File: src/rtl/tdc_fine_encoder.sv
// TDC fine encoder: thermometer popcount plus coarse counter into a FWFT timestamp FIFO.
// Flags thermometer bubbles and sticky FIFO overflow.
module tdc_fine_encoder #(
    parameter int TAPS       = 4,
    parameter int COARSE_W   = 16,
    parameter int FIFO_DEPTH = 4,
    localparam int FINE_W    = $clog2(TAPS + 1),
    localparam int TS_W      = COARSE_W + FINE_W
) (
    input  logic                CLK,
    input  logic                RST_N,
    input  logic [TAPS-1:0]     THERM,
    input  logic                THERM_VALID,
    input  logic                CLEAR,
    output logic [TS_W-1:0]     TS_DATA,
    output logic                TS_VALID,
    input  logic                TS_READY,
    output logic                BUBBLE_ERR,
    output logic                OVERFLOW
);

    localparam int AW = $clog2(FIFO_DEPTH);

    logic [COARSE_W-1:0] coarse;
    logic                s1_valid;
    logic [TAPS-1:0]     s1_therm;
    logic [COARSE_W-1:0] s1_coarse;
    logic [FINE_W-1:0]   fine;
    logic                legal;
    logic [TAPS:0]       therm_inc;

    logic [TS_W-1:0]     mem [FIFO_DEPTH];
    logic [AW-1:0]       wr_ptr;
    logic [AW-1:0]       rd_ptr;
    logic [AW:0]         count;
    logic [TS_W-1:0]     last;
    logic                full;
    logic                pop;
    logic                push;
    logic                drop;

    always_ff @(posedge CLK or negedge RST_N) begin
        if (!RST_N) begin
            coarse <= '0;
        end else if (CLEAR) begin
            coarse <= '0;
        end else begin
            coarse <= coarse + 1'b1;
        end
    end

    always_ff @(posedge CLK or negedge RST_N) begin
        if (!RST_N) begin
            s1_valid  <= 1'b0;
            s1_therm  <= '0;
            s1_coarse <= '0;
        end else begin
            s1_valid <= THERM_VALID & ~CLEAR;
            if (THERM_VALID) begin
                s1_therm  <= THERM;
                s1_coarse <= coarse;
            end
        end
    end

    // A legal thermometer plus one is a power of two with no overlap.
    always_comb begin
        fine = '0;
        for (int i = 0; i < TAPS; i++) begin
            fine = fine + FINE_W'(s1_therm[i]);
        end
        therm_inc = {1'b0, s1_therm} + 1'b1;
        legal     = (therm_inc[TAPS-1:0] & s1_therm) == '0;
    end

    assign full = count == (AW + 1)'(FIFO_DEPTH);
    assign pop  = (count != '0) & TS_READY;
    assign push = s1_valid & (~full | pop);
    assign drop = s1_valid & full & ~pop;

    always_ff @(posedge CLK) begin
        if (push && !CLEAR) begin
            mem[wr_ptr] <= {s1_coarse, fine};
        end
    end

    always_ff @(posedge CLK or negedge RST_N) begin
        if (!RST_N) begin
            wr_ptr     <= '0;
            rd_ptr     <= '0;
            count      <= '0;
            last       <= '0;
            OVERFLOW   <= 1'b0;
            BUBBLE_ERR <= 1'b0;
        end else if (CLEAR) begin
            wr_ptr     <= '0;
            rd_ptr     <= '0;
            count      <= '0;
            OVERFLOW   <= 1'b0;
            BUBBLE_ERR <= 1'b0;
        end else begin
            if (push) begin
                wr_ptr <= wr_ptr + 1'b1;
            end
            if (pop) begin
                rd_ptr <= rd_ptr + 1'b1;
                last   <= mem[rd_ptr];
            end
            count      <= count + (AW + 1)'(push) - (AW + 1)'(pop);
            OVERFLOW   <= OVERFLOW | drop;
            BUBBLE_ERR <= s1_valid & ~legal;
        end
    end

    // When empty the output keeps showing the last word handed out.
    assign TS_VALID = count != '0;
    assign TS_DATA  = TS_VALID ? mem[rd_ptr] : last;

endmodule

File: config.mk
export PLATFORM = sky130hd
export DESIGN_NAME = tdc_fine_encoder
export DESIGN_NICKNAME = d
export VERILOG_FILES = /design/src/rtl/tdc_fine_encoder.sv
export SDC_FILE = /design/constraint.sdc
export NUM_CORES = 1
export LEC_CHECK = 0
export BUFFER_PORTS_ARGS = -buffer_cell sky130_fd_sc_hd__buf_4
export CAP_MARGIN = 10
export CORE_MARGIN = 5
export CORE_UTILIZATION = 55
export DETAILED_ROUTE_END_ITERATION = 16
export PLACE_DENSITY = 0.73
export SYNTH_ARGS = -nofsm -noshare
export SYNTH_HDL_FRONTEND = slang
export SYNTH_SLANG_ARGS = --single-unit
File: constraint.sdc
create_clock -name CLK -period 4.6 [get_ports CLK]
set_input_delay 0.23 -clock CLK [delete_from_list [all_inputs] [get_ports CLK]]
set_output_delay 0.23 -clock CLK [all_outputs]
set_load 0.05 [all_outputs]
Word-level counts from Yosys, hierarchy flattened. Memory sizes are Yosys's and may differ from the RTL's. Cells that the tools add are included. W data, S select, Z words.

Register bits: 65. Bits in writable memories: 76. Logic and storage cells: 52. Memories: 1.

Memories: mem (words 4, width 19, read ports 1, clocked after Yosys merged registers in 0, write ports 1, RTL line 32) `logic [TS_W-1:0] mem [FIFO_DEPTH];`.

$add $sub $neg: 9. Eq/ne operators: 1. Muxes and demuxes: 11. Bitwise gates (word level): 13. Reductions and logical operators: 7.

Operators with widths (count): $mux W19 (1); $add A16 B1 Y16 const B (1); $mux W16 (1); $mux W2 (4); $add A3 B1 Y3 (2); $and A1 B1 Y1 (6); $add A2 B1 Y2 const B (2); $add A4 B1 Y4 const B (1); $and A4 B4 Y4 (1); $logic_not A4 Y1 (1); $mux W1 (4); $not A1 Y1 (4); $reduce_bool A2 Y1 (2); $add A2 B1 Y3 (1); $eq A3 B3 Y1 const B (1); $mux W3 (1); $reduce_bool A3 Y1 (1); $sub A3 B1 Y3 (1); $add A1 B1 Y2 (1); $or A1 B1 Y1 (2); $reduce_and A2 Y1 (1); $logic_and A1 B1 Y1 (1); $logic_not A1 Y1 (1).

Logic depth before layout (Yosys ltp). Gate-level depths: netlist of run 1.

Word-level depth: 7. Gate-level depth with buffers: 10. Mapped depth without buffers: 9.

Least setup slack after synthesis of run 1. OpenSTA, ideal clock, no wires.

Path kind: register to register. From: register count[2]. To: register count[2]. Data arrival time: 2.079 ns. Setup slack: 2.389 ns. Cell stages (with the launch flop): 11. Buffers on the path: 1. Period minus slack after synthesis: 2.211 ns. Cells stage by stage: dfrtp_1 or3_1 clkbuf_1 and2_1 ha_1 inv_1 ha_1 inv_1 fa_1 xnor2_1 nor2_1.

Cells in the longest elaborated chain, start to end: 7. Elaborated cells on any way between the ends: 9. Classes of those cells: add/sub (2); eq/ne (1); mux (1); bitwise (4); reduce/logical (1).

Ends and longest elaborated chain: start: declaration (RTL line 35) `logic [AW:0] count;`; start signal: assignment (RTL line 109) `count <= count + (AW + 1)'(push) - (AW + 1)'(pop);`; $reduce_bool A3 Y1 or $eq A3 B3 Y1 (tied branches) (RTL line 77, 76); $and A1 B1 Y1 or $not A1 Y1 (tied branches) (RTL line 77, 78); $or A1 B1 Y1 (RTL line 78) `assign push = s1_valid & (~full | pop);`; $and A1 B1 Y1 (RTL line 78); $add A3 B1 Y3 (RTL line 109); $sub A3 B1 Y3 * (RTL line 109); $mux W3 * (RTL line 95) `end else if (CLEAR) begin`.

Mark *: on every way between the ends. The rest lies on a longest branch, timed or not. A chain may end at the register's enable or synchronous reset.

Worst setup path in the final report of run 1. Same ends and word-level chain as after synthesis.

==> results.txt, run 1 <==
Fmax = 352 MHz
Clock power share = 0.315
Final TNS setup = 0 ns
CTS sink count = 141
Reg2Reg Depth = 9
Reg area = 0.00391 mm2
Worst Clk Skew = 0.00841 ns
Via/cell ratio = 5.60
Area taken by multi-input logic gates = 0.00179 mm2
Grt met3 use = 0.0567
Die area = 0.0127 mm2
Mapped Cells = 349
Final WL = 10.1 mm
Hold Path Class = input pin to flop
Most used flip-flop cell after synthesis = edfxtp_1
Crit start category = flop
Post-detail-place hpwl = 6.21 mm
CP required = 5.00 ns
Clk buf depth = 2
Arrival time at the worst endpoint = 3.24 ns
Core area = 0.0103 mm2
Initial DRC count = 187
Layout area overhead = 16.6%
Final period utilization = 0.618
Starting Density = 0.564
Synth cell types = 31
Die X = 113 um
Sequential Power Share = 0.365
Nets = 411
Synth area leaders = edfxtp_1, dfrtp_1, mux2_2
Worst skew pair latency = 0.53 ns
Peak supply drop = 0.421 mV
# setup viols final = 0
DRT Pass-1 Iters = 4
Max Fanout on Critical Path = 23
Fin. Hold Viols = 0
Number of vias in the routed layout = 3014
Sw power = 1.39 mW
Period minus WS final = 2.84 ns
Post-place setup slack = 1.77 ns
Non-Filler Instances = 538
Comb pwr share = 0.321
Post-synth EDFFs = 76
Unrepaired setup endpoints after global routing = no
Layer with the highest usage = met2
Worst Max-Slew Pin Slew = 1.09 ns
Sequential area share after synthesis = 0.671
DR DRC count = 0
Num ports = 31
GRT overflow = 0
RePlAce Congestion = 0.780
Asr flop ratio synth = 0.461
Commonest non-fill, non-tap cells in the layout = edfxtp_1, dfrtp_1, mux2_2, buf_4, nor2_1
WL/cell = 18.8 um
Status = completed
Global routing usage on met1 = 0.241
All-Layer GR Usage = 0.177
Crit. End Element = flop
First-pass GRT wire length = 17.0 mm
Net Sw Frac = 0.327
Top-area cell type share of the netlist area = 0.392
Layout cell share with drive strength beyond 1 = 0.336
Syn_nets = 371
Commonest non-fill, non-tap cell in the layout = edfxtp_1
Antenna cells = 0
Die Y = 113 um
Vias in the first global route = 3147
Final instance area = 0.00680 mm2
Inst Count DP = 501
Area of the mapped netlist = 0.00583 mm2
H-Tree Depth = 4
Pin count of the biggest net entering global routing = 66
Setup CP Type = flop to flop
FP Rows = 37
Antenna Nets Post-Route = 0
Slew Limit Headroom = 0.274
Initial antenna violation count = 0
Post-synthesis register bit count = 141
Area leader, netlist = edfxtp_1
Clock tree root buffer cell = clkbuf_8
Met2 Use GR = 0.269
Total of max-cap violations = 0
Internal power = 2.87 mW
Post-route setup slack = 1.76 ns
Input/output buffers = 30
CTS tree = yes
Hold Path Stages = 2
Slew Viols, Final = 0
FILL cells = 704
Num CTS Buffers = 17
Synth warn = 0
Worst-path clk slew = 0.06 ns
Post-place instance area = 0.00615 mm2
Leakage = 2.69 nW
Pwr dens = 627 mW/mm2
Syn_area_per_cell = 16.7 um2
## Yosys cell counts, types with 7 or more instances
master    number
edfxtp_1      76
dfrtp_1       65
mux2_2        45
nor2_1        24
mux4_2        19
inv_1         13
xnor2_1       12
ha_1          11
mux2_4        10
clkbuf_1       8
nand2_1        8
nand3_1        7
## area by class of cell
cell class	instances	area share
repair buffers	36	0.0416
well taps	136	0.0250
clock buffers	22	0.0713
multi-input cells	180	0.264
inverters	13	0.00718
clock inverters	10	0.0157
flip-flops and latches	141	0.575
## stage by stage
step            util  hold slack [ns]  total power [mW]
2_1_floorplan      -          -0.0656              2.61
6_report       0.658           0.0785              4.26
3_5_place_dp   0.596            0.388              2.94
4_1_cts        0.658           0.0584              4.30
3_3_place_gp   0.596            0.376              2.92
5_1_grt        0.658           0.0705              4.43
## power by group through the flow
stage	clock network [mW]	logic, mW	registers (mW)
finish	1.34	1.37	1.55
global route	1.42	1.44	1.57
CTS	1.36	1.39	1.55
detailed placement	0	1.37	1.57
global placement	0	1.36	1.57
floorplan	0	1.07	1.54
## final timing paths
check | endpoint | slack (ns) | from
max in group asynchronous | last[17]$_DFFE_PN0P_ | 3.70 | RST_N
worst max-delay path | count[2]$_DFF_PN0_ | 1.76 | count[2]$_DFF_PN0_
worst max register to register | count[2]$_DFF_PN0_ | 1.76 | count[2]$_DFF_PN0_
worst min-delay path | coarse[13]$_DFF_PN0_ | 0.08 | CLEAR
worst min register to register | last[4]$_DFFE_PN0P_ | 0.50 | last[4]$_DFFE_PN0P_
min in group asynchronous | s1_therm[0]$_DFFE_PN0P_ | 0.35 | RST_N
## flip-flops by register name (all words and copies together), names as in the netlist
| signal | flops |
|---|---|
| s1_valid | 1 |
| BUBBLE_ERR | 1 |
| s1_coarse | 16 |
| OVERFLOW | 1 |
| s1_therm | 4 |
| coarse | 16 |
| wr_ptr | 2 |
| rd_ptr | 2 |
| last | 19 |
| count | 3 |
| mem | 76 |
## worst max-delay path: stages (launching register included)
cell and delay [ns]:
dfrtp_1 0.41, or3_1 0.78, and2_1 0.38, ha_1 0.30, inv_1 0.06, ha_1 0.14, inv_1 0.05, fa_1 0.37
xnor2_1 0.16, nor2_1 0.05
## repair_timing
action                    in CTS  in global routing
gates resized for setup        0                  0
hold endpoints to repair      69                  0
setup buffers                  0                  0
hold buffers                   5                  0
## kinds of logic after synthesis
family,count (synthesis),synth area share
xor+xnor,16,0.0241
compound gates,11,0.0107
mux,75,0.188
flops,141,0.671
buf+inv,28,0.0210
fa+ha+maj,13,0.0305
simple gates,65,0.0548
## metal layers
layer  vias up  wire, um
li1       1366         -
met1      1574      4620
met2        66      4940
met3         8       440
met4         0       127
met5         -         0
No activity file was read; power rests on OpenSTA's default activity.
==> run 2: changes to the inputs <==
--- a/config.mk
+++ b/config.mk
@@ -5,6 +5,7 @@
 export SDC_FILE = /design/constraint.sdc
 export NUM_CORES = 1
 export LEC_CHECK = 0
+export ABC_AREA = 1
 export BUFFER_PORTS_ARGS = -buffer_cell sky130_fd_sc_hd__buf_4
 export CAP_MARGIN = 10
 export CORE_MARGIN = 5
==> constraint.sdc (replaced) <==
create_clock -name CLK -period 2.65 [get_ports CLK]
set_input_delay 0.1325 -clock CLK [delete_from_list [all_inputs] [get_ports CLK]]
set_output_delay 0.1325 -clock CLK [all_outputs]
set_load 0.05 [all_outputs]
==> run 2 against run 1 <==
  * Utilization is 0.57 points lower
  * Cell count is 49% higher
  * Via count is 36% higher
  * Register-to-register slack worse by 1.2 ns
  * Sequential share of layout area is 2.7 points lower
  * Area after synthesis is 6.1% higher
  * Non-clock buffer count is 8 higher
  * Critical endpoint is now TS_DATA[14]
  * Largest power group is now combinational logic
  * First-iteration DRC count is 55% higher
  * Clock skew is 0.0014 ns higher
  * Synthesized cell count is 75% higher
  * Die area is 5.6% higher
==> results.txt, run 2 <==
Status = completed
Commonest non-fill, non-tap cell in the layout = nand2_1
Max Fanout on Critical Path = 16
Synth warn = 0
Area leader, netlist = edfxtp_1
Sequential area share after synthesis = 0.632
Top-area cell type share of the netlist area = 0.369
Area of the mapped netlist = 0.00618 mm2
Setup CP Type = flop to output port
Vias in the first global route = 3701
CTS sink count = 141
Post-route setup slack = 0.571 ns
FP Rows = 38
Final period utilization = 0.785
First-pass GRT wire length = 17.8 mm
Post-route total power = 7.61 mW
Core area = 0.0109 mm2
DR DRC count = 0
Net Sw Frac = 0.382
Worst Clk Skew = 0.00985 ns
Sw power = 2.91 mW
Layout cell share with drive strength beyond 1 = 0.126
Post-layout util = 0.653
Die area = 0.0135 mm2
Worst Max-Slew Pin Slew = 0.923 ns
Setup crit end = TS_DATA[14]
Slew Viols, Final = 0
Max reg flops = 76
Unrepaired setup endpoints after global routing = no
Hold Path Class = input pin to flop
Post-place setup slack = 0.568 ns
Crit start category = flop
Syn_area_per_cell = 10.1 um2
Post-synthesis register bit count = 141
Internal power = 4.70 mW
Sequential Power Share = 0.344
Num ports = 31
Post-CTS sizing = 0
Post-detail-place hpwl = 6.83 mm
Worst skew pair latency = 0.41 ns
Reg2Reg Depth = 10
CTS tree = yes
Final instance area = 0.00714 mm2
Post-place instance area = 0.00652 mm2
Input/output buffers = 30
Asr flop ratio synth = 0.461
Pwr dens = 1070 mW/mm2
RePlAce Congestion = 0.769
Commonest non-fill, non-tap cells in the layout = nand2_1, inv_1, edfxtp_1, dfrtp_1, o21ai_0
Nets = 669
Post-synth EDFFs = 76
H-Tree Depth = 4
Fin. Hold Viols = 0
Count leader, synth = nand2_1
Non-Filler Instances = 800
Fmax = 481 MHz
Synth area leaders = edfxtp_1, dfrtp_1, nand2_1
Initial DRC count = 290
Biggest register = mem
Final WL = 10.8 mm
Syn_nets = 632
GRT overflow = 0
Num CTS Buffers = 17
Layout area overhead = 15.4%
Pin count of the biggest net entering global routing = 81
DRT Pass-1 Iters = 5
Leakage = 3.27 nW
Clock power share = 0.288
All-Layer GR Usage = 0.173
Antenna Nets Post-Route = 0
Die X = 116 um
Starting Density = 0.565
Final TNS setup = 0 ns
Clk buf depth = 2
Most used flip-flop cell after synthesis = edfxtp_1
CP required = 2.52 ns
FILL cells = 843
Slew Limit Headroom = 0.383
Reg-to-reg slack, setup = 0.58 ns
Inst Count DP = 762
Synth cell types = 26
# setup viols final = 0
Die Y = 116 um
Worst-path clk slew = 0.06 ns
Reg-to-reg endpoint = count[2]$_DFF_PN0_
Mapped Cells = 610
Number of vias in the routed layout = 4084
Crit. End Element = output port
FF-to-FF Start = count[1]$_DFF_PN0_
Initial antenna violation count = 0
Arrival time at the worst endpoint = 1.95 ns
Clock tree root buffer cell = clkbuf_16
Biggest regs = mem (76), last (19)
Beginning of the critical path = rd_ptr[1]$_DFFE_PN0P_
Most frequent cells after synthesis = nand2_1, inv_1, edfxtp_1, dfrtp_1, o21ai_0
Via/cell ratio = 5.11
Total of max-cap violations = 0
Antenna cells = 0
WL/cell = 13.5 um
Peak supply drop = 1.01 mV
Hold WS = 0.0604 ns
Period minus WS final = 2.08 ns
Comb pwr share = 0.368
==> run 2: power by group through the flow <==
| stage | registers [mW] | clock network, mW | logic [mW] |
|---|---|---|---|
| 2_1_floorplan | 2.64 | 0 | 2.11 |
| 3_3_place_gp | 2.65 | 0 | 2.75 |
| 3_5_place_dp | 2.66 | 0 | 2.81 |
| 4_1_cts | 2.62 | 2.23 | 2.83 |
| 5_1_grt | 2.63 | 2.33 | 3.04 |
| 6_report | 2.62 | 2.19 | 2.80 |
==> run 2: repair_timing <==
item,in CTS,in global routing
hold buffers,6,0
buffers inserted,0,0
hold endpoints to repair,77,0
==> run 2: worst min path at each step <==
stage	start	to	slack (ns)	cells past startpoint
2_1_floorplan	RST_N	BUBBLE_ERR$_DFF_PN0_	-0.16	0
3_3_place_gp	RST_N	last[0]$_DFFE_PN0P_	0.28	1
3_5_place_dp	RST_N	last[0]$_DFFE_PN0P_	0.29	1
4_1_cts	TS_READY	rd_ptr[0]$_DFFE_PN0P_	0.05	3
5_1_grt	TS_READY	rd_ptr[0]$_DFFE_PN0P_	0.05	3
6_report	TS_READY	rd_ptr[0]$_DFFE_PN0P_	0.06	3
==> run 2: per-layer routing <==
metal | up-vias | GRT usage | wire length [um]
met3 | 7 | 0.0538 | 511
met4 | 0 | 0.0495 | 98
met1 | 1935 | 0.232 | 5090
met2 | 88 | 0.276 | 5090
met5 | - | 0 | 0
li1 | 2054 | - | -
==> run 2: layout make-up <==
class	instances	area [um2]	area share
multi-input cells	349	1780	0.250
repair buffers	44	358	0.0501
inverters	94	353	0.0494
flip-flops and latches	141	3910	0.548
well taps	140	175	0.0245
clock inverters	4	22.5	0.00316
clock buffers	28	538	0.0754
==> run 2: critical path, cell delays in order, from the launching register on <==
cell and delay, ns:
dfrtp_1 0.39, inv_1 0.19, buf_4 0.29, o211ai_1 0.13, nand2_1 0.12, nand2_1 0.06
o21ai_0 0.11, buf_4 0.24
==> run 2: cell families (layout without fill, tap and decap cells) <==
logic type	after synthesis	in the layout	share of synthesized area
XOR/XNOR	2	2	0.00283
flip-flops	141	141	0.632
buffers and inverters	120	170	0.0796
AO/OA/AOI/OAI	101	101	0.105
adder cells (fa/ha/maj)	13	13	0.0287
AND/OR/NAND/NOR	233	233	0.152
==> run 3: changes to the inputs <==
--- a/config.mk
+++ b/config.mk
@@ -5,7 +5,7 @@
 export SDC_FILE = /design/constraint.sdc
 export NUM_CORES = 1
 export LEC_CHECK = 0
-export ABC_AREA = 1
+export ABC_AREA = 0
 export BUFFER_PORTS_ARGS = -buffer_cell sky130_fd_sc_hd__buf_4
 export CAP_MARGIN = 10
 export CORE_MARGIN = 5
==> constraint.sdc (replaced) <==
create_clock -name CLK -period 2.1 [get_ports CLK]
set_input_delay 0.105 -clock CLK [delete_from_list [all_inputs] [get_ports CLK]]
set_output_delay 0.105 -clock CLK [all_outputs]
set_load 0.05 [all_outputs]
==> run 3 against run 2 <==
  * The flow now finishes with violations (setup timing)
  * Critical path depth fell by 3
  * Via count fell by 25%
  * Combinational power rose by 37%
  * Non-clock buffer count rose by 18
  * First-iteration DRC count fell by 24%
  * Critical path type unchanged
  * Largest power group unchanged
==> results.txt, run 3 (same netlist as run 1, synthesis figures left out) <==
Status = finished, violations left
Failing checks = setup timing
Reg2Reg Depth = 9
Nets = 437
DR DRC count = 0
Post-detail-place hpwl = 5.97 mm
Met2 Use GR = 0.302
FILL cells = 649
Commonest non-fill, non-tap cell in the layout = edfxtp_1
Crit. End Element = output port
Post-route total power = 10.0 mW
Commonest non-fill, non-tap cells in the layout = edfxtp_1, dfrtp_1, mux2_2, nor2_1, buf_4
Crit start category = flop
FF-to-FF Start = count[0]$_DFF_PN0_
Post-layout util = 0.706
GRT overflow = 0
Worst skew pair latency = 0.52 ns
Setup CP Type = flop to output port
Biggest register = mem
Layout area overhead = 25.1%
Final instance area = 0.00729 mm2
DRT Pass-1 Iters = 4
Num CTS Buffers = 17
Hold Crit Start = TS_READY
Fmax = 448 MHz
Input/output buffers = 30
Initial antenna violation count = 0
CP required = 2.00 ns
Hold Path Stages = 4
H-Tree Depth = 4
Hold WS = 0.0470 ns
Number of vias in the routed layout = 3070
WL/cell = 18.4 um
Clock tree root buffer cell = clkbuf_8
Post-place instance area = 0.00633 mm2
Worst-path clk slew = 0.06 ns
Max Fanout on Critical Path = 5
All-Layer GR Usage = 0.178
Hold Path Class = input pin to flop
Hold Path Sink = rd_ptr[1]$_DFFE_PN0P_
Layer with the highest usage = met2
Clk buf depth = 2
First-pass GRT wire length = 17.3 mm
Layout cell share with drive strength beyond 1 = 0.393
Period minus WS final = 2.23 ns
Num ports = 31
Slew Limit Headroom = 0.438
Grt met3 use = 0.0455
Global routing usage on met1 = 0.226
Fin. Hold Viols = 0
Slew Viols, Final = 0
Pwr dens = 1370 mW/mm2
Arrival time at the worst endpoint = 2.13 ns
Worst Max-Slew Pin Slew = 0.843 ns
Antenna cells = 0
Final period utilization = 1.06
Reg-to-reg endpoint = count[1]$_DFF_PN0_
Via/cell ratio = 5.44
FP Rows = 37
Post-route setup slack = -0.134 ns
Initial DRC count = 219
Biggest regs = mem (76), last (19)
Antenna Nets Post-Route = 0
# setup viols final = 19
Unrepaired setup endpoints after global routing = yes
Total of max-cap violations = 0
CTS tree = yes
Vias in the first global route = 3297
Die X = 113 um
Reg area = 0.00391 mm2
Die area = 0.0127 mm2
Worst Clk Skew = 0.00759 ns
CTS sink count = 141
Final WL = 10.4 mm
Core area = 0.0103 mm2
Peak supply drop = 1.03 mV
Reg-to-reg slack, setup = 0.04 ns
Area taken by multi-input logic gates = 0.00190 mm2
Leakage = 2.89 nW
Die Y = 113 um
RePlAce Congestion = 0.723
Starting Density = 0.564
Max reg flops = 76
Pin count of the biggest net entering global routing = 66
==> run 3: cell types whose count changed in the layout (fill, tap and decap cells not counted), sizes merged, moves of 13 or more <==
cell / delta
mux4: +19
nand2: -166
o21ai: -49
inv: -82
o211ai: -38
buf: +13
nor2: -18
mux2: +55
==> run 3: how the worst max path moves through the flow <==
stage / startpoint / end / cells past startpoint
after floorplan: count[0]$_DFF_PN0_ / count[1]$_DFF_PN0_ / 9
after global placement: count[0]$_DFF_PN0_ / count[1]$_DFF_PN0_ / 8
after detailed placement: count[0]$_DFF_PN0_ / count[1]$_DFF_PN0_ / 8
after CTS: rd_ptr[0]$_DFFE_PN0P_ / TS_DATA[14] / 5
after global routing: rd_ptr[0]$_DFFE_PN0P_ / TS_DATA[14] / 4
final: rd_ptr[0]$_DFFE_PN0P_ / TS_DATA[0] / 4
==> run 3: layout make-up <==
class | count | share of cell area
clock buffers | 17 | 0.0568
clock inverters | 15 | 0.0204
inverters | 13 | 0.00669
multi-input cells | 180 | 0.261
flip-flops and latches | 141 | 0.537
well taps | 136 | 0.0233
repair buffers | 62 | 0.0954
==> run 3: where the power goes <==
| group | switching, mW | total, mW | internal, mW |
|---|---|---|---|
| Clock | 1.10 | 2.78 | 1.68 |
| Combinational | 1.98 | 3.84 | 1.86 |
| Sequential | 0.181 | 3.39 | 3.20 |
| Total | 3.26 | 10.0 | 6.75 |
==> run 3: worst max-delay path, stage by stage (launching register included) <==
cell     delay [ns]
dfrtp_2        0.45
buf_8          0.17
mux4_2         0.54
mux2_4         0.29
buf_6          0.16
==> run 3: through the flow <==
stage	TNS [ns]	cells	setup WS, ns
detailed placement	0	510	0.0146
global placement	0	510	0.0640
CTS	-3.16	562	-0.181
finish	-2.10	564	-0.134
global route	-3.41	564	-0.198
floorplan	-0.00151	349	-0.00151
==> run 3: metal layers <==
metal  routed length, um  up-vias
met5                   0        -
met4                 110        0
met3                 407       10
met2                5350       58
met1                4500     1587
li1                    -     1415
==> run 3: timing repair <==
action                                  4_1_cts  5_1_grt
resized for setup                            42       16
buffers inserted                              7        5
endpoints found under the hold margin        93        0
hold buffers                                 11        0
pin swaps                                     0        1
endpoints found under the setup margin       19       21
cloned                                        2        0
